===== src/rtl/pipe_hazard_ctrl.sv =====
// Stall/flush scheduler for the 5-stage pipeline: per-cycle PC/IF-ID/ID-EX/EX-MEM load/hold/bubble decisions.
// Control outputs are combinational (zero latency); FSM, wait timer, mem_err and perf counters are registered.
module pipe_hazard_ctrl #(
  parameter int REG_ADDR_WIDTH = 5,
  parameter int OPCODE_WIDTH   = 7,
  parameter int CNT_WIDTH      = 16,
  parameter int MEM_TIMEOUT    = 15
) (
  input  logic                      clk,
  input  logic                      rst,
  input  logic [OPCODE_WIDTH-1:0]   id_opcode,
  input  logic [REG_ADDR_WIDTH-1:0] id_rs1,
  input  logic [REG_ADDR_WIDTH-1:0] id_rs2,
  input  logic                      ex_mem_read,
  input  logic [REG_ADDR_WIDTH-1:0] ex_rd,
  input  logic                      ex_branch_taken,
  input  logic                      imem_ready,
  input  logic                      dmem_req,
  input  logic                      dmem_ready,
  output logic                      pc_write,
  output logic                      ifid_hold,
  output logic                      ifid_flush,
  output logic                      idex_hold,
  output logic                      idex_bubble,
  output logic                      exmem_hold,
  output logic                      mem_err,
  output logic [1:0]                ctrl_state,
  output logic [CNT_WIDTH-1:0]      stall_cnt,
  output logic [CNT_WIDTH-1:0]      flush_cnt
);

  typedef enum logic [1:0] {
    RUN      = 2'b00,
    MEM_WAIT = 2'b01,
    ILL_2    = 2'b10,
    ILL_3    = 2'b11
  } state_e;

  localparam int WW = $clog2(MEM_TIMEOUT + 1);

  localparam logic [OPCODE_WIDTH-1:0] OP_LUI   = OPCODE_WIDTH'(7'b0110111);
  localparam logic [OPCODE_WIDTH-1:0] OP_AUIPC = OPCODE_WIDTH'(7'b0010111);
  localparam logic [OPCODE_WIDTH-1:0] OP_JAL   = OPCODE_WIDTH'(7'b1101111);
  localparam logic [OPCODE_WIDTH-1:0] OP_R     = OPCODE_WIDTH'(7'b0110011);
  localparam logic [OPCODE_WIDTH-1:0] OP_S     = OPCODE_WIDTH'(7'b0100011);
  localparam logic [OPCODE_WIDTH-1:0] OP_B     = OPCODE_WIDTH'(7'b1100011);

  state_e               state_q, state_d;
  logic [WW-1:0]        wait_cnt_q, wait_cnt_d;
  logic                 mem_err_q, mem_err_d;
  logic [CNT_WIDTH-1:0] stall_cnt_q, stall_cnt_d;
  logic [CNT_WIDTH-1:0] flush_cnt_q, flush_cnt_d;

  logic uses_rs1, uses_rs2, load_use;
  logic freeze, run_rows, flush_evt;

  assign uses_rs1 = (id_opcode != OP_LUI) && (id_opcode != OP_AUIPC) && (id_opcode != OP_JAL);
  assign uses_rs2 = (id_opcode == OP_R) || (id_opcode == OP_S) || (id_opcode == OP_B);
  assign load_use = ex_mem_read && (ex_rd != '0) &&
                    ((uses_rs1 && (ex_rd == id_rs1)) || (uses_rs2 && (ex_rd == id_rs2)));

  // Next state; freeze and run_rows select which output rule applies below.
  always_comb begin
    state_d    = state_q;
    wait_cnt_d = wait_cnt_q;
    mem_err_d  = mem_err_q;
    freeze     = 1'b0;
    run_rows   = 1'b0;
    case (state_q)
      RUN: begin
        if (dmem_req && !dmem_ready) begin
          freeze     = 1'b1;
          state_d    = MEM_WAIT;
          wait_cnt_d = WW'(1);
        end else begin
          run_rows = 1'b1;
        end
      end
      MEM_WAIT: begin
        if (dmem_ready) begin
          run_rows   = 1'b1;
          state_d    = RUN;
          wait_cnt_d = '0;
        end else if (wait_cnt_q == WW'(MEM_TIMEOUT)) begin
          // Access abandoned: flag it and let the pipeline move on.
          mem_err_d  = 1'b1;
          run_rows   = 1'b1;
          state_d    = RUN;
          wait_cnt_d = '0;
        end else begin
          freeze     = 1'b1;
          wait_cnt_d = wait_cnt_q + WW'(1);
        end
      end
      default: begin
        state_d    = RUN;
        wait_cnt_d = '0;
      end
    endcase
  end

  always_comb begin
    pc_write    = 1'b0;
    ifid_hold   = 1'b0;
    ifid_flush  = 1'b0;
    idex_hold   = 1'b0;
    idex_bubble = 1'b0;
    exmem_hold  = 1'b0;
    flush_evt   = 1'b0;
    if (rst) begin
      ifid_flush  = 1'b1;
      idex_bubble = 1'b1;
    end else if (freeze) begin
      ifid_hold  = 1'b1;
      idex_hold  = 1'b1;
      exmem_hold = 1'b1;
    end else if (run_rows) begin
      // Branch outranks load-use: the stalled instruction is squashed anyway.
      if (ex_branch_taken) begin
        pc_write    = 1'b1;
        ifid_flush  = 1'b1;
        idex_bubble = 1'b1;
        flush_evt   = 1'b1;
      end else if (load_use) begin
        ifid_hold   = 1'b1;
        idex_bubble = 1'b1;
      end else if (!imem_ready) begin
        ifid_flush = 1'b1;
      end else begin
        pc_write = 1'b1;
      end
    end else begin
      pc_write = 1'b1;
    end
  end

  always_comb begin
    stall_cnt_d = stall_cnt_q;
    flush_cnt_d = flush_cnt_q;
    if (!pc_write && (stall_cnt_q != '1)) stall_cnt_d = stall_cnt_q + CNT_WIDTH'(1);
    if (flush_evt && (flush_cnt_q != '1)) flush_cnt_d = flush_cnt_q + CNT_WIDTH'(1);
  end

  always_ff @(posedge clk or posedge rst) begin
    if (rst) begin
      state_q     <= RUN;
      wait_cnt_q  <= '0;
      mem_err_q   <= 1'b0;
      stall_cnt_q <= '0;
      flush_cnt_q <= '0;
    end else begin
      state_q     <= state_d;
      wait_cnt_q  <= wait_cnt_d;
      mem_err_q   <= mem_err_d;
      stall_cnt_q <= stall_cnt_d;
      flush_cnt_q <= flush_cnt_d;
    end
  end

  assign mem_err    = mem_err_q;
  assign ctrl_state = state_q;
  assign stall_cnt  = stall_cnt_q;
  assign flush_cnt  = flush_cnt_q;

endmodule

===== config.mk =====
export PLATFORM = sky130hd
export DESIGN_NAME = pipe_hazard_ctrl
export DESIGN_NICKNAME = d
export VERILOG_FILES = /design/src/rtl/pipe_hazard_ctrl.sv
export SDC_FILE = /design/constraint.sdc
export NUM_CORES = 1
export LEC_CHECK = 0
export CORE_UTILIZATION = 45
export DETAILED_ROUTE_END_ITERATION = 8
export PLACE_DENSITY_LB_ADDON = 0.12
export SLEW_MARGIN = 40
export SYNTH_ARGS = -nofsm -noshare
export SYNTH_HDL_FRONTEND = slang
export SYNTH_SLANG_ARGS = --single-unit

===== constraint.sdc =====
create_clock -name clk -period 2.9 [get_ports clk]
set_input_delay 0.29 -clock clk [delete_from_list [all_inputs] [get_ports clk]]
set_output_delay 0.29 -clock clk [all_outputs]
set_load 0.03 [all_outputs]

* After elaboration in Yosys (flattened, before gate mapping) *
Cells that the tools add are included.

storage, ports and cells
  word-level logic and storage cells = 84
  register bits after elaboration = 39
  bits of input ports = 29
  output and inout bits = 41

operators by class
  mux-type cells = 43
  equal/unequal tests = 14
  bitwise logic cells = 1
  add/sub/neg operators = 3
  reduce and logical (&&, ||, !) cells = 18

operator list
  kind                   count
  $mux 1                 33
  $add 16x1->16 const B  2
  $ne 16x16->1 const B   2
  $eq 7x6->1 const B     2
  $mux 4                 3
  $eq 5x5->1             2
  $logic_and 1x1->1      9
  $pmux 4 s2             1
  $eq 7x7->1 const B     1
  $ne 7x5->1 const B     1
  $ne 7x6->1 const B     1
  $ne 7x7->1 const B     1
  $mux 2                 3
  $reduce_bool 5->1      1
  $add 4x1->4 const B    1
  $eq 4x4->1 const B     1
  $pmux 1 s2             2
  $pmux 2 s2             1
  $logic_or 1x1->1       3
  $ne 3x3->1 const B     1
  $reduce_and 3->1       1
  $eq 2x1->1 const B     1
  $logic_not 1->1        2
  $logic_not 2->1        1
  3 further kinds        3

* Depth between registers and ports, before layout *
  word-level depth = 13
  depth in mapped cells = 9
  gate-level depth less buffers = 8

* Worst setup path after synthesis *
Ideal clock, no wire load.

  path type = reg2reg
  start point = register stall_cnt_q[5] (netlist: stall_cnt[5])
  end point = register stall_cnt_q[1] (netlist: stall_cnt[1])
  period minus slack after synthesis = 2.165 ns
  required time = 2.775 ns
  library setup time = 0.125 ns
  path buffers = 1
  stages on the path, launching flop included = 8
  path slack = 0.735 ns
  arrival = 2.041 ns
  path through = dfrtp_1 > and4_1 > and4_1 > and3_1 > nor2_1 > a21oi_2 > buf_6 > mux2_2

between the ends
  cells in the longest elaborated chain, start to end = 2

RTL lines
  item                    RTL line  RTL
  from (decl)             51        logic [CNT_WIDTH-1:0] stall_cnt_q, stall_cnt_d;
  from (signal assigned)  155       stall_cnt_q <= stall_cnt_d;
  $ne 16x16->1            140       if (!pc_write && (stall_cnt_q != '1)) stall_cnt_d = stall_cnt_q + CNT_WIDTH'(1);
  $logic_and 1x1->1       140

Every way passes these cells.
A chain may end at the register's enable or synchronous reset.

* Final worst setup path *
  start point = input port ex_rd[2]
  end point = output port pc_write

between the ends
  cells in the longest elaborated chain, start to end = 9
  elaborated cells between the ends (all ways) = 13
  those cells by class = 2 x eq/ne; 5 x mux; 6 x reduce/logical

RTL lines
  item                   RTL line  RTL
  from (decl)            15        input logic [REG_ADDR_WIDTH-1:0] ex_rd,
  $eq 5x5->1             60        ((uses_rs1 && (ex_rd == id_rs1)) || (uses_rs2 && (ex_rd == id_rs2)));
  $logic_and 1x1->1      60
  $logic_or 1x1->1       60
  $logic_and 1x1->1 (*)  59        assign load_use = ex_mem_read && (ex_rd != '0) &&
  $mux 1 (*)             124       end else if (load_use) begin
  $mux 1 (*)             119       if (ex_branch_taken) begin
  $mux 1 (*)             117       end else if (run_rows) begin
  $mux 1 (*)             113       end else if (freeze) begin
  $mux 1 (*)             110       if (rst) begin
  to (decl)              20        output logic pc_write,

Mark *: on every way between the ends. The rest lies on a longest branch, timed or not.

==> results.cfg <==
[clock_tree]
cts_made_buffers = 5
ctsHtreeMaxLevel = 2
post_cts_buffers = 0
clock_path_buffers = 2
cts_tree = yes
path_clk_slew_ps = 70
clock-sinks = 38
clock-root-buffer = clkbuf_8
clock_latency_ps = 280

[global_routing]
grt_use_total_pct = 19.40
grt_pass1_wl_mm = 7.479
first_global_vias = 1667
antenna_found_initial = 0
grt_max_degree = 23
overflow = 0

[timing]
hold_viol_final = 0
worstMarginPinSlew_ps = 717.1
fin_crit_sh_pct = 91.82
worst_hold_slack_ps = 472.5
slew_viol_final = 0
rsz0062_at_grt = no
finalSetupViolCount = 0
period_needed_ps = 2663
fmax_ghz = 0.3755
fin_skew_ps = 3.601
tns_ps = 0
relSlewSlack_pct = 52.19

[die]
num_rows = 24
die_area_um2 = 4782
die_w_um = 69.16
core_area_um2 = 4354
ios = 70
start_util_pct = 46.61
fp.dieH_um = 69.16

[yosys]
yosysWarnings = 0
syn-cell-area_um2 = 2029
avgSynthCellArea_um2 = 10.10
synth_xor_area_share_pct = 18.13
synth_top_cells_by_area = dfrtp_1 (47%), xnor2_1 (9.5%), xor2_1 (8.6%)
synth_nets = 233
synth_cell_types = 37
synth.most_common_cell = dfrtp_1
ys.flop_type = dfrtp_1
syn_inst = 201
synth_seq_area_share_pct = 46.86
postSynth.asyncResetShare_pct = 100.0
yosysTopAreaCell = dfrtp_1
synth_top_area_share_pct = 46.86
synth_compound_area_share_pct = 6.289
synthTopCellsByCount = dfrtp_1 (38), xnor2_1 (22), nand2_1 (21)
synth_seq_cells = 38
synthAdderAreaFrac_pct = 1.850
synthMuxAreaShare_pct = 1.110
synth-edff-count = 0
synth_top_family_by_area = simple AND/OR/NAND/NOR gates
yosys.area_share.simple_pct = 23.00

[critical_path]
crit_family = buffers and inverters
crit_top_cell = clkdlybuf4s50_1
cp_num_buf_inv = 2
cp_max_fo = 4
crit_slowest_cell = clkdlybuf4s50_1
crit_arrival_ps = 2370
path_cells = clkdlybuf4s50_1 > xor2_1 > nor4b_1 > nand4_1 > o21a_1 > a21oi_1 > nor3_1 > clkdlybuf4s50_1
path_class = input pin to primary output
cp.required_ps = 2610
end_kind = primary output
max_stage_delay_ps = 630
start_kind = input pin

[power_and_ir_drop]
ir_worst_vdd_mv = 0.5428
powerDensity_nw_per_um2 = 755.5
leakage_nw = 1.178
p_total_mw = 2.151

[layout]
final_area_um2 = 2848
diodes = 0
layout.nets = 308
drive_gt1_share_pct = 6.159
layoutNonFillerInstCount = 328
areaGrowthSynthToFinish_pct = 40.32

[job]
max_cap_violations = 0

[routing]
dr.pass1.iters = 4
drc = 0
avgRoutedWirePerCell_um = 13.13
via_per_inst = 5.140
drt_iter0_markers = 36
drtAntennaViolNets = 0
vias = 1686
wl_mm = 4.306

[place]
place.gp.congestion = 0.8875
port_buffers = 68
placed_area_um2 = 2766
dp_cells = 321
hpwl_mm = 3.329

[outcome]
outcome = finished clean

[min_path]
hold_path.class = input pin to async pin
==> repair_timing <==
action	4_1_cts	5_1_grt
endpoints found under the setup margin	0	2
gates resized for setup	0	2
hold buffers	0	0
hold endpoints to repair	0	0
==> final timing paths <==
path                                     startpoint                  endpoint  slack (ps)  cells after the start
hold / removal                                  rst  flush_cnt[8]$_DFFE_PP0P_         470                      3
min in group clk                mem_err$_DFFE_PP0P_       mem_err$_DFFE_PP0P_         480                      1
setup / recovery                           ex_rd[2]                  pc_write         240                      8
hold reg to reg                 mem_err$_DFFE_PP0P_       mem_err$_DFFE_PP0P_         480                      1
setup reg to reg           stall_cnt[0]$_DFFE_PP0P_  stall_cnt[1]$_DFFE_PP0P_         550                      7
max in group asynchronous                       rst  flush_cnt[4]$_DFFE_PP0P_        2170                      3
==> through the flow <==
stage                     utilization, %  setup slack [ps]
after global routing               65.40             49.35
after floorplan                        -             734.7
after detailed placement           63.53             95.20
after CTS                          65.29             94.67
after global placement             63.53             154.1
final                              65.40             237.2
==> state kept, by name, indices dropped and copies added (netlist names) <==
signal and cells:
flush_cnt 16, stall_cnt 16, wait_cnt_q 4, ctrl_state 1
mem_err 1
==> cell usage in the layout (no fill, tap or decap), types with 5 or more instances in the layout <==
master,n
clkdlybuf4s50_1,64
dfrtp_1,38
xnor2_1,22
nand2_1,21
xor2_1,20
nand3_1,14
nor3_1,14
nor2_1,13
inv_1,7
and3_1,6
nand4_1,5
clkbuf_8,5
buf_4,5
==> worst min-delay path, cell delays in order <==
cell and delay [ps]:
clkdlybuf4s50_1 460, inv_1 120, buf_4 240
==> kinds of logic (layout without fill, tap and decap cells) <==
| kind of cell | Yosys count | count (layout) |
|---|---|---|
| buffers and inverters | 10 | 85 |
| DFF | 38 | 38 |
| muxes | 2 | 2 |
| other | 1 | 1 |
| xor gates and xnor gates | 42 | 42 |
| and+or+nand+nor | 89 | 89 |
| adders and majority gates | 3 | 3 |
| AOI/OAI and AO/OA | 16 | 16 |
==> layer usage <==
metal  track usage [%]  routed length, µm  vias up
li1                  -                  -      841
met1             23.39               1925      796
met2             33.12               2149       39
met3             5.117                133       10
met4             7.256                 97        0
met5                 0                  0        -
==> final cells by class <==
type	instances	area, µm²
flip-flops and latches	38	950.9
multi-input cells	153	1026
inverters	7	26.28
fillers	403	1506
repair buffers	71	703.2
well taps	52	65.06
clock buffers	7	76.32
==> report_power, final <==
group | switching [mW] | internal, mW
registers | 0.195 | 0.679
logic | 0.522 | 0.425
clock network | 0.164 | 0.165
total | 0.882 | 1.27
(Power assumes the default switching activity.)
